File: src/rtl/command_token_encoder_if.sv
// Request, token and FIFO-write bundle between the host side and the command token encoder.
// The encoder connects through the slave modport; the host/bench side uses master.
interface command_token_encoder_if #(
  parameter int word_size = 16
);
  logic                 req_valid;
  logic                 req_ready;
  logic [7:0]           req_instr;
  logic [2:0]           req_a;
  logic [4:0]           req_arg2;
  logic                 tok_valid;
  logic                 tok_ready;
  logic [word_size-1:0] tok_data;
  logic [word_size-1:0] pop_data;
  logic [word_size-1:0] pop_command;
  logic                 wr_en_data;
  logic [word_size-1:0] data_out_data;
  logic                 wr_en_command;
  logic [word_size-1:0] data_out_command;
  logic                 busy;
  logic                 done;
  logic                 err_opcode;

  modport master (
    output req_valid, req_instr, req_a, req_arg2, tok_valid, tok_data, pop_data, pop_command,
    input  req_ready, tok_ready, wr_en_data, data_out_data, wr_en_command, data_out_command,
    input  busy, done, err_opcode
  );

  modport slave (
    input  req_valid, req_instr, req_a, req_arg2, tok_valid, tok_data, pop_data, pop_command,
    output req_ready, tok_ready, wr_en_data, data_out_data, wr_en_command, data_out_command,
    output busy, done, err_opcode
  );
endinterface

File: src/rtl/command_token_encoder.sv
// Writes an instruction's data tokens, then its packed command word, into the accelerator
// input FIFOs; an instruction only starts once both FIFOs have room for all of it.
//
// state | meaning
// IDLE  | waiting for a request, req_ready high
// CHECK | opcode check and FIFO free-space wait
// DATA  | accepting data tokens until the counter reaches 0
// CMD   | command word write cycle
// DONE  | done pulse, back to IDLE
module command_token_encoder #(
  parameter int word_size   = 16,
  parameter int buffer_size = 1024
) (
  input logic clk,
  input logic rst,
  command_token_encoder_if.slave bus
);

  typedef enum logic [2:0] {IDLE, CHECK, DATA, CMD, DONE} state_t;

  localparam logic [word_size:0] BUF_SZ = (word_size+1)'(buffer_size);

  state_t               state_q;
  logic [7:0]           instr_q;
  logic [2:0]           a_q;
  logic [4:0]           arg2_q;
  logic [5:0]           cnt_q;
  logic                 wr_data_q;
  logic [word_size-1:0] dout_data_q;
  logic                 wr_cmd_q;
  logic [word_size-1:0] dout_cmd_q;
  logic                 done_q;
  logic                 err_q;

  logic [5:0]           k_d;
  logic [word_size:0]   free_data;
  logic [word_size:0]   free_cmd;
  logic                 space_ok;
  logic [word_size-1:0] cmd_word;

  always_comb begin
    k_d = 6'd0;
    case (bus.req_instr)
      8'd0:    k_d = {1'b0, bus.req_arg2} + 6'd1;
      8'd1:    k_d = 6'd1;
      8'd2:    k_d = {1'b0, bus.req_arg2};
      default: k_d = 6'd0;
    endcase
  end

  // Unsigned at word_size+1 bits so buffer_size itself is representable.
  assign free_data = BUF_SZ - {1'b0, bus.pop_data};
  assign free_cmd  = BUF_SZ - {1'b0, bus.pop_command};
  assign space_ok  = (free_data >= (word_size+1)'(cnt_q)) && (free_cmd >= (word_size+1)'(1));
  assign cmd_word  = word_size'({arg2_q, a_q, instr_q});

  always_ff @(posedge clk or posedge rst) begin
    if (rst) begin
      state_q     <= IDLE;
      instr_q     <= '0;
      a_q         <= '0;
      arg2_q      <= '0;
      cnt_q       <= '0;
      wr_data_q   <= 1'b0;
      dout_data_q <= '0;
      wr_cmd_q    <= 1'b0;
      dout_cmd_q  <= '0;
      done_q      <= 1'b0;
      err_q       <= 1'b0;
    end else begin
      wr_data_q <= 1'b0;
      wr_cmd_q  <= 1'b0;
      done_q    <= 1'b0;
      err_q     <= 1'b0;
      case (state_q)
        IDLE: begin
          if (bus.req_valid) begin
            instr_q <= bus.req_instr;
            a_q     <= bus.req_a;
            arg2_q  <= bus.req_arg2;
            cnt_q   <= k_d;
            err_q   <= (bus.req_instr > 8'd3);
            state_q <= CHECK;
          end
        end
        CHECK: begin
          if (instr_q > 8'd3) begin
            state_q <= IDLE;
          end else if (space_ok) begin
            if (cnt_q == 6'd0) begin
              state_q    <= CMD;
              wr_cmd_q   <= 1'b1;
              dout_cmd_q <= cmd_word;
            end else begin
              state_q <= DATA;
            end
          end
        end
        DATA: begin
          if (bus.tok_valid) begin
            wr_data_q   <= 1'b1;
            dout_data_q <= bus.tok_data;
            cnt_q       <= cnt_q - 6'd1;
            // The command write lands in the same cycle as the final token write.
            if (cnt_q == 6'd1) begin
              state_q    <= CMD;
              wr_cmd_q   <= 1'b1;
              dout_cmd_q <= cmd_word;
            end
          end
        end
        CMD: begin
          state_q <= DONE;
          done_q  <= 1'b1;
        end
        DONE:    state_q <= IDLE;
        default: state_q <= IDLE;
      endcase
    end
  end

  assign bus.req_ready        = (state_q == IDLE);
  assign bus.tok_ready        = (state_q == DATA);
  assign bus.busy             = (state_q != IDLE);
  assign bus.wr_en_data       = wr_data_q;
  assign bus.data_out_data    = dout_data_q;
  assign bus.wr_en_command    = wr_cmd_q;
  assign bus.data_out_command = dout_cmd_q;
  assign bus.done             = done_q;
  assign bus.err_opcode       = err_q;

endmodule

File: src/flat_wrapper.sv
// flat-port wrapper written by rule: the top's interface ports become plain ports
module command_token_encoder_flat 
#(
  parameter int word_size   = 16,
  parameter int buffer_size = 1024
)
  (clk, rst, bus_req_valid, bus_req_instr, bus_req_a, bus_req_arg2, bus_tok_valid, bus_tok_data, bus_pop_data, bus_pop_command, bus_req_ready, bus_tok_ready, bus_wr_en_data, bus_data_out_data, bus_wr_en_command, bus_data_out_command, bus_busy, bus_done, bus_err_opcode);
  command_token_encoder_if #(.word_size(word_size)) bus_i ();
  input logic clk;
  input logic rst;
  input wire logic [$bits(bus_i.req_valid)-1:0] bus_req_valid;
  input wire logic [$bits(bus_i.req_instr)-1:0] bus_req_instr;
  input wire logic [$bits(bus_i.req_a)-1:0] bus_req_a;
  input wire logic [$bits(bus_i.req_arg2)-1:0] bus_req_arg2;
  input wire logic [$bits(bus_i.tok_valid)-1:0] bus_tok_valid;
  input wire logic [$bits(bus_i.tok_data)-1:0] bus_tok_data;
  input wire logic [$bits(bus_i.pop_data)-1:0] bus_pop_data;
  input wire logic [$bits(bus_i.pop_command)-1:0] bus_pop_command;
  output wire logic [$bits(bus_i.req_ready)-1:0] bus_req_ready;
  output wire logic [$bits(bus_i.tok_ready)-1:0] bus_tok_ready;
  output wire logic [$bits(bus_i.wr_en_data)-1:0] bus_wr_en_data;
  output wire logic [$bits(bus_i.data_out_data)-1:0] bus_data_out_data;
  output wire logic [$bits(bus_i.wr_en_command)-1:0] bus_wr_en_command;
  output wire logic [$bits(bus_i.data_out_command)-1:0] bus_data_out_command;
  output wire logic [$bits(bus_i.busy)-1:0] bus_busy;
  output wire logic [$bits(bus_i.done)-1:0] bus_done;
  output wire logic [$bits(bus_i.err_opcode)-1:0] bus_err_opcode;
  assign bus_i.req_valid = bus_req_valid;
  assign bus_i.req_instr = bus_req_instr;
  assign bus_i.req_a = bus_req_a;
  assign bus_i.req_arg2 = bus_req_arg2;
  assign bus_i.tok_valid = bus_tok_valid;
  assign bus_i.tok_data = bus_tok_data;
  assign bus_i.pop_data = bus_pop_data;
  assign bus_i.pop_command = bus_pop_command;
  assign bus_req_ready = bus_i.req_ready;
  assign bus_tok_ready = bus_i.tok_ready;
  assign bus_wr_en_data = bus_i.wr_en_data;
  assign bus_data_out_data = bus_i.data_out_data;
  assign bus_wr_en_command = bus_i.wr_en_command;
  assign bus_data_out_command = bus_i.data_out_command;
  assign bus_busy = bus_i.busy;
  assign bus_done = bus_i.done;
  assign bus_err_opcode = bus_i.err_opcode;
  command_token_encoder #(.word_size(word_size), .buffer_size(buffer_size)) u_core (.clk(clk), .rst(rst), .bus(bus_i));
endmodule
File: config.mk
export PLATFORM = sky130hd
export DESIGN_NAME = command_token_encoder_flat
export DESIGN_NICKNAME = d
export VERILOG_FILES = /design/src/rtl/command_token_encoder_if.sv /design/src/rtl/command_token_encoder.sv /design/src/flat_wrapper.sv
export SDC_FILE = /design/constraint.sdc
export NUM_CORES = 1
export LEC_CHECK = 0
export CORE_MARGIN = 3
export CORE_UTILIZATION = 25
export DETAILED_ROUTE_END_ITERATION = 7
export DONT_BUFFER_PORTS = 1
export GPL_TIMING_DRIVEN = 0
export PLACE_DENSITY_LB_ADDON = 0.05
export REMOVE_ABC_BUFFERS = 1
export SYNTH_ARGS = -nofsm -noshare
export SYNTH_HDL_FRONTEND = slang
export SYNTH_SLANG_ARGS = --single-unit
File: constraint.sdc
create_clock -name clk -period 8.4 [get_ports clk]
set_clock_uncertainty 0.1 [all_clocks]
set_input_delay 1.68 -clock clk [delete_from_list [all_inputs] [get_ports clk]]
set_output_delay 1.68 -clock clk [all_outputs]
set_load 0.03 [all_outputs]
==> run summary <==
By count the netlist is led by 61 x sky130_fd_sc_hd__dfrtp_1, 58 x sky130_fd_sc_hd__nand2_1, 24 x sky130_fd_sc_hd__mux2_2. The level count of the clock H-tree is 3. The largest stage delay on the critical path came out at 0.95 ns.

The worst hold path belongs to the class reg -> reg. The HPWL after detailed placement is 5.49 mm. Hold is met by 0.367 ns.

The count of port buffers added during placement came out at 0. The area of the core is 0.0122 mm^2. The total via count in the routed design is 2201.

The wire length after detailed routing came out at 7.44 mm. The number of buffer and inverter instances along the worst setup path is 1. After global routing the overflow that remains totals 0. The area of the die came out at 0.0141 mm^2. The total of hold buffers inserted after clock tree synthesis came out at 0. The total design power is 1380 uW. Setup repair after global routing left no endpoint under its margin. The critical path starts at bus_pop_data[0].

The final period utilization came out at 0.590. The number of warning messages in the yosys log came out at 0. The worst setup path is launched from a primary input. The count of mapped cells out of synthesis is 307. For this design the static power due to leakage is 0.00168 uW. The share of the Yosys chip area taken by registers is 0.481. Among all flip-flop cells after synthesis, the most frequent one is sky130_fd_sc_hd__dfrtp_1. For this run, the total global-route usage over all layers was measured as 0.109. The total number of clock tree sinks came out at 61.

Across the VDD grid, the largest voltage drop is 133 uV. In this run the vertical extent of the chip is 119 um. The number of global-route vias before repair came out at 2262. Sorting the synthesized cells by area gives the leading types as sky130_fd_sc_hd__dfrtp_1 48%, sky130_fd_sc_hd__mux2_2 8.5%, sky130_fd_sc_hd__nand2_1 6.9%, sky130_fd_sc_hd__ha_1 4.7%, sky130_fd_sc_hd__mux2_4 4.3%. The top-level port count is 107. After the first detailed-routing iteration, the DRC count stood at 116. The wire length of the first global-routing pass is 12.1 mm. The number of buffers inserted to repair setup after CTS came out at 0. On the critical path, the stage with the largest delay is an instance of sky130_fd_sc_hd__o41a_1. The final weighted congestion in routability-driven placement came out at 0.755. The summed area of non-filler cells in the final layout came out at 0.00367 mm^2.

The count of final max-slew check failures came to 0. sky130_fd_sc_hd__dfrtp_1 takes more of the synthesized area than any other cell. Once layout is complete, the utilization of the core stands at 0.301.

The signal on the critical path passes through inv_1, ha_1, nor2b_1, nor2b_1, xnor2_1, ha_1, and3_1, a21oi_1, o21ai_0, nor4_1, o41a_1, mux2_2. The number of maximum-capacitance violations came out at 0. The proportion of layout cells with a drive suffix above 1 is 0.165. The mean routed wirelength per cell came out at 15.4 um. The number of synthesized register bits came out at 61.

The clock tree from TritonCTS is yes. Entering global routing, the biggest net connects 40 pins. The remaining antenna violation count after routing came out at 0. The most repeated cell in the gate-level netlist after synthesis is sky130_fd_sc_hd__dfrtp_1. Yosys mapped the design onto 48 distinct sky130hd cell types. The post-CTS clock slew at the launch and capture registers of the worst setup and hold paths came out at 0.05 ns.

The post-layout net count came out at 391. The count of endpoints failing setup in the final report came out at 0. The peak fanout along the critical path is 17. The number of antenna violations at the first check in global routing came out at 0. The run finished with clean final reports. After floorplanning, the core was divided into 40 placement rows. The top achievable clock speed came out at 202 MHz. The clock period minus worst slack is 4.96 ns. The worst setup path is of the in -> reg kind. The total power divided by cell area is 377 mW/mm^2. Among cell families on the critical path, the largest total delay comes from compound AO/OA/AOI/OAI gates.

The relative area change from synthesis to final layout is 15.8%. The mean number of vias per cell is 4.55. The data arrival time of the worst path is 5.06 ns. The kind of capture point of the worst setup path is a register. The transition time of the tightest slew-check pin came out at 1.19 ns.

The detailed-route DRC error count is 0. The clock latency at the later pin of the worst-skew pair is 0.32 ns. No sink is reached through more buffers than the 2 on the longest clock path. The cell sitting at the root of the clock tree is a sky130_fd_sc_hd__clkbuf_16. The number of synthesized flops with an enable pin is 0.

The cell area reported after detailed placement is 0.00335 mm^2. The number of hold violations in the final report came out at 0. The initial utilization of the core area, before any placement, comes to 0.260. The post-cts gate resize count is 0. Adding up every negative setup slack in the final design gives 0 ns.

The worst path required time came out at 8.51 ns. The die boundary width came out at 119 um. The worst relative slew slack is 0.200. In this run, CTS created clock tree buffers numbering 9.

The post-synthesis area per instance came out at 10.3 um^2. The netlist area before placement came out at 0.00317 mm^2. The async set-or-reset flop fraction in the synthesized netlist came out at 1.00. In this run the most critical hold path is launched from u_core.a_q[2].

The number of iterations in the first detailed-routing pass came out at 4. The share of the synthesized area in the top cell type came out at 0.481. 0 antenna diodes ended up in the layout.

The startpoint identified for the worst register-to-register timing path is u_core.cnt_q[2].
registers in the layout, summed over array words and instances, names as in the netlist:
signal                       cells
u_core.bus.data_out_command     16
u_core.instr_q                   8
u_core.a_q                       3
u_core.bus.wr_en_data            1
u_core.bus.err_opcode            1
u_core.arg2_q                    5
u_core.bus.data_out_data        16
u_core.cnt_q                     6
u_core.bus.done                  1
u_core.bus.wr_en_command         1
u_core.state_q                   3
routing by layer:
layer / routed length (um) / GRT usage
met1: 3220 / 0.134
met2: 3450 / 0.169
met3: 637 / 0.0483
met4: 127 / 0.0413
met5: 0 / 0
where the power goes:
part / total (uW) / switching [uW] / internal [uW]
clock: 400 / 125 / 275
sequential: 667 / 247 / 420
combinational: 316 / 169 / 147
total: 1380 / 541 / 842
per-stage QoR:
| step | worst slack [ns] | std cells |
|---|---|---|
| 3_3_place_gp | 2.94 | 467 |
| 5_1_grt | 3.08 | 484 |
| 2_1_floorplan | 3.74 | 299 |
| 6_report | 3.44 | 484 |
| 4_1_cts | 3.30 | 484 |
| 3_5_place_dp | 2.94 | 468 |
logic make-up after synthesis:
logic type / Yosys count / share of synthesized area
AOI/OAI and AO/OA: 37 / 0.0770
xor gates and xnor gates: 10 / 0.0276
adders and majority gates: 12 / 0.0474
buffers and inverters: 26 / 0.0387
DFF: 61 / 0.481
muxes: 35 / 0.134
and+or+nand+nor: 126 / 0.194
layout by cell type (no fill, tap or decap), types with 9 or more instances in the layout:
| master | instances |
|---|---|
| sky130_fd_sc_hd__dfrtp_1 | 61 |
| sky130_fd_sc_hd__nand2_1 | 58 |
| sky130_fd_sc_hd__mux2_2 | 24 |
| sky130_fd_sc_hd__inv_1 | 16 |
| sky130_fd_sc_hd__nor2_1 | 15 |
| sky130_fd_sc_hd__ha_1 | 12 |
| sky130_fd_sc_hd__nor3_1 | 11 |
| sky130_fd_sc_hd__o21ai_0 | 11 |
| sky130_fd_sc_hd__mux2_4 | 9 |
| sky130_fd_sc_hd__clkbuf_16 | 9 |
worst min-delay path, cell delays in order, from the launching register on:
cell and delay (ns):
sky130_fd_sc_hd__dfrtp_1 0.33, sky130_fd_sc_hd__nand2_1 0.05, sky130_fd_sc_hd__nand2_1 0.05
final cells by class:
type | count | area, um^2
Clock buffer | 12 | 256
Inverter | 18 | 67.6
Fill cell | 1323 | 8540
Multi-Input combinational cell | 220 | 1520
Clock inverter | 4 | 70.1
Timing Repair Buffer | 1 | 20.0
Tap cell | 168 | 210
Sequential cell | 61 | 1530
path summary, 6_finish.rpt:
kind	depth (start not counted)	end	slack (ns)
max	12	u_core.bus.data_out_command[14]	3.44
max in group asynchronous	2	u_core.state_q[1]	6.45
min in group asynchronous	1	u_core.bus.data_out_data[11]	1.17
min reg2reg	2	u_core.a_q[2]	0.37
max reg2reg	8	u_core.bus.data_out_command[14]	4.89
min	2	u_core.a_q[2]	0.37
(Power assumes the default switching activity.)
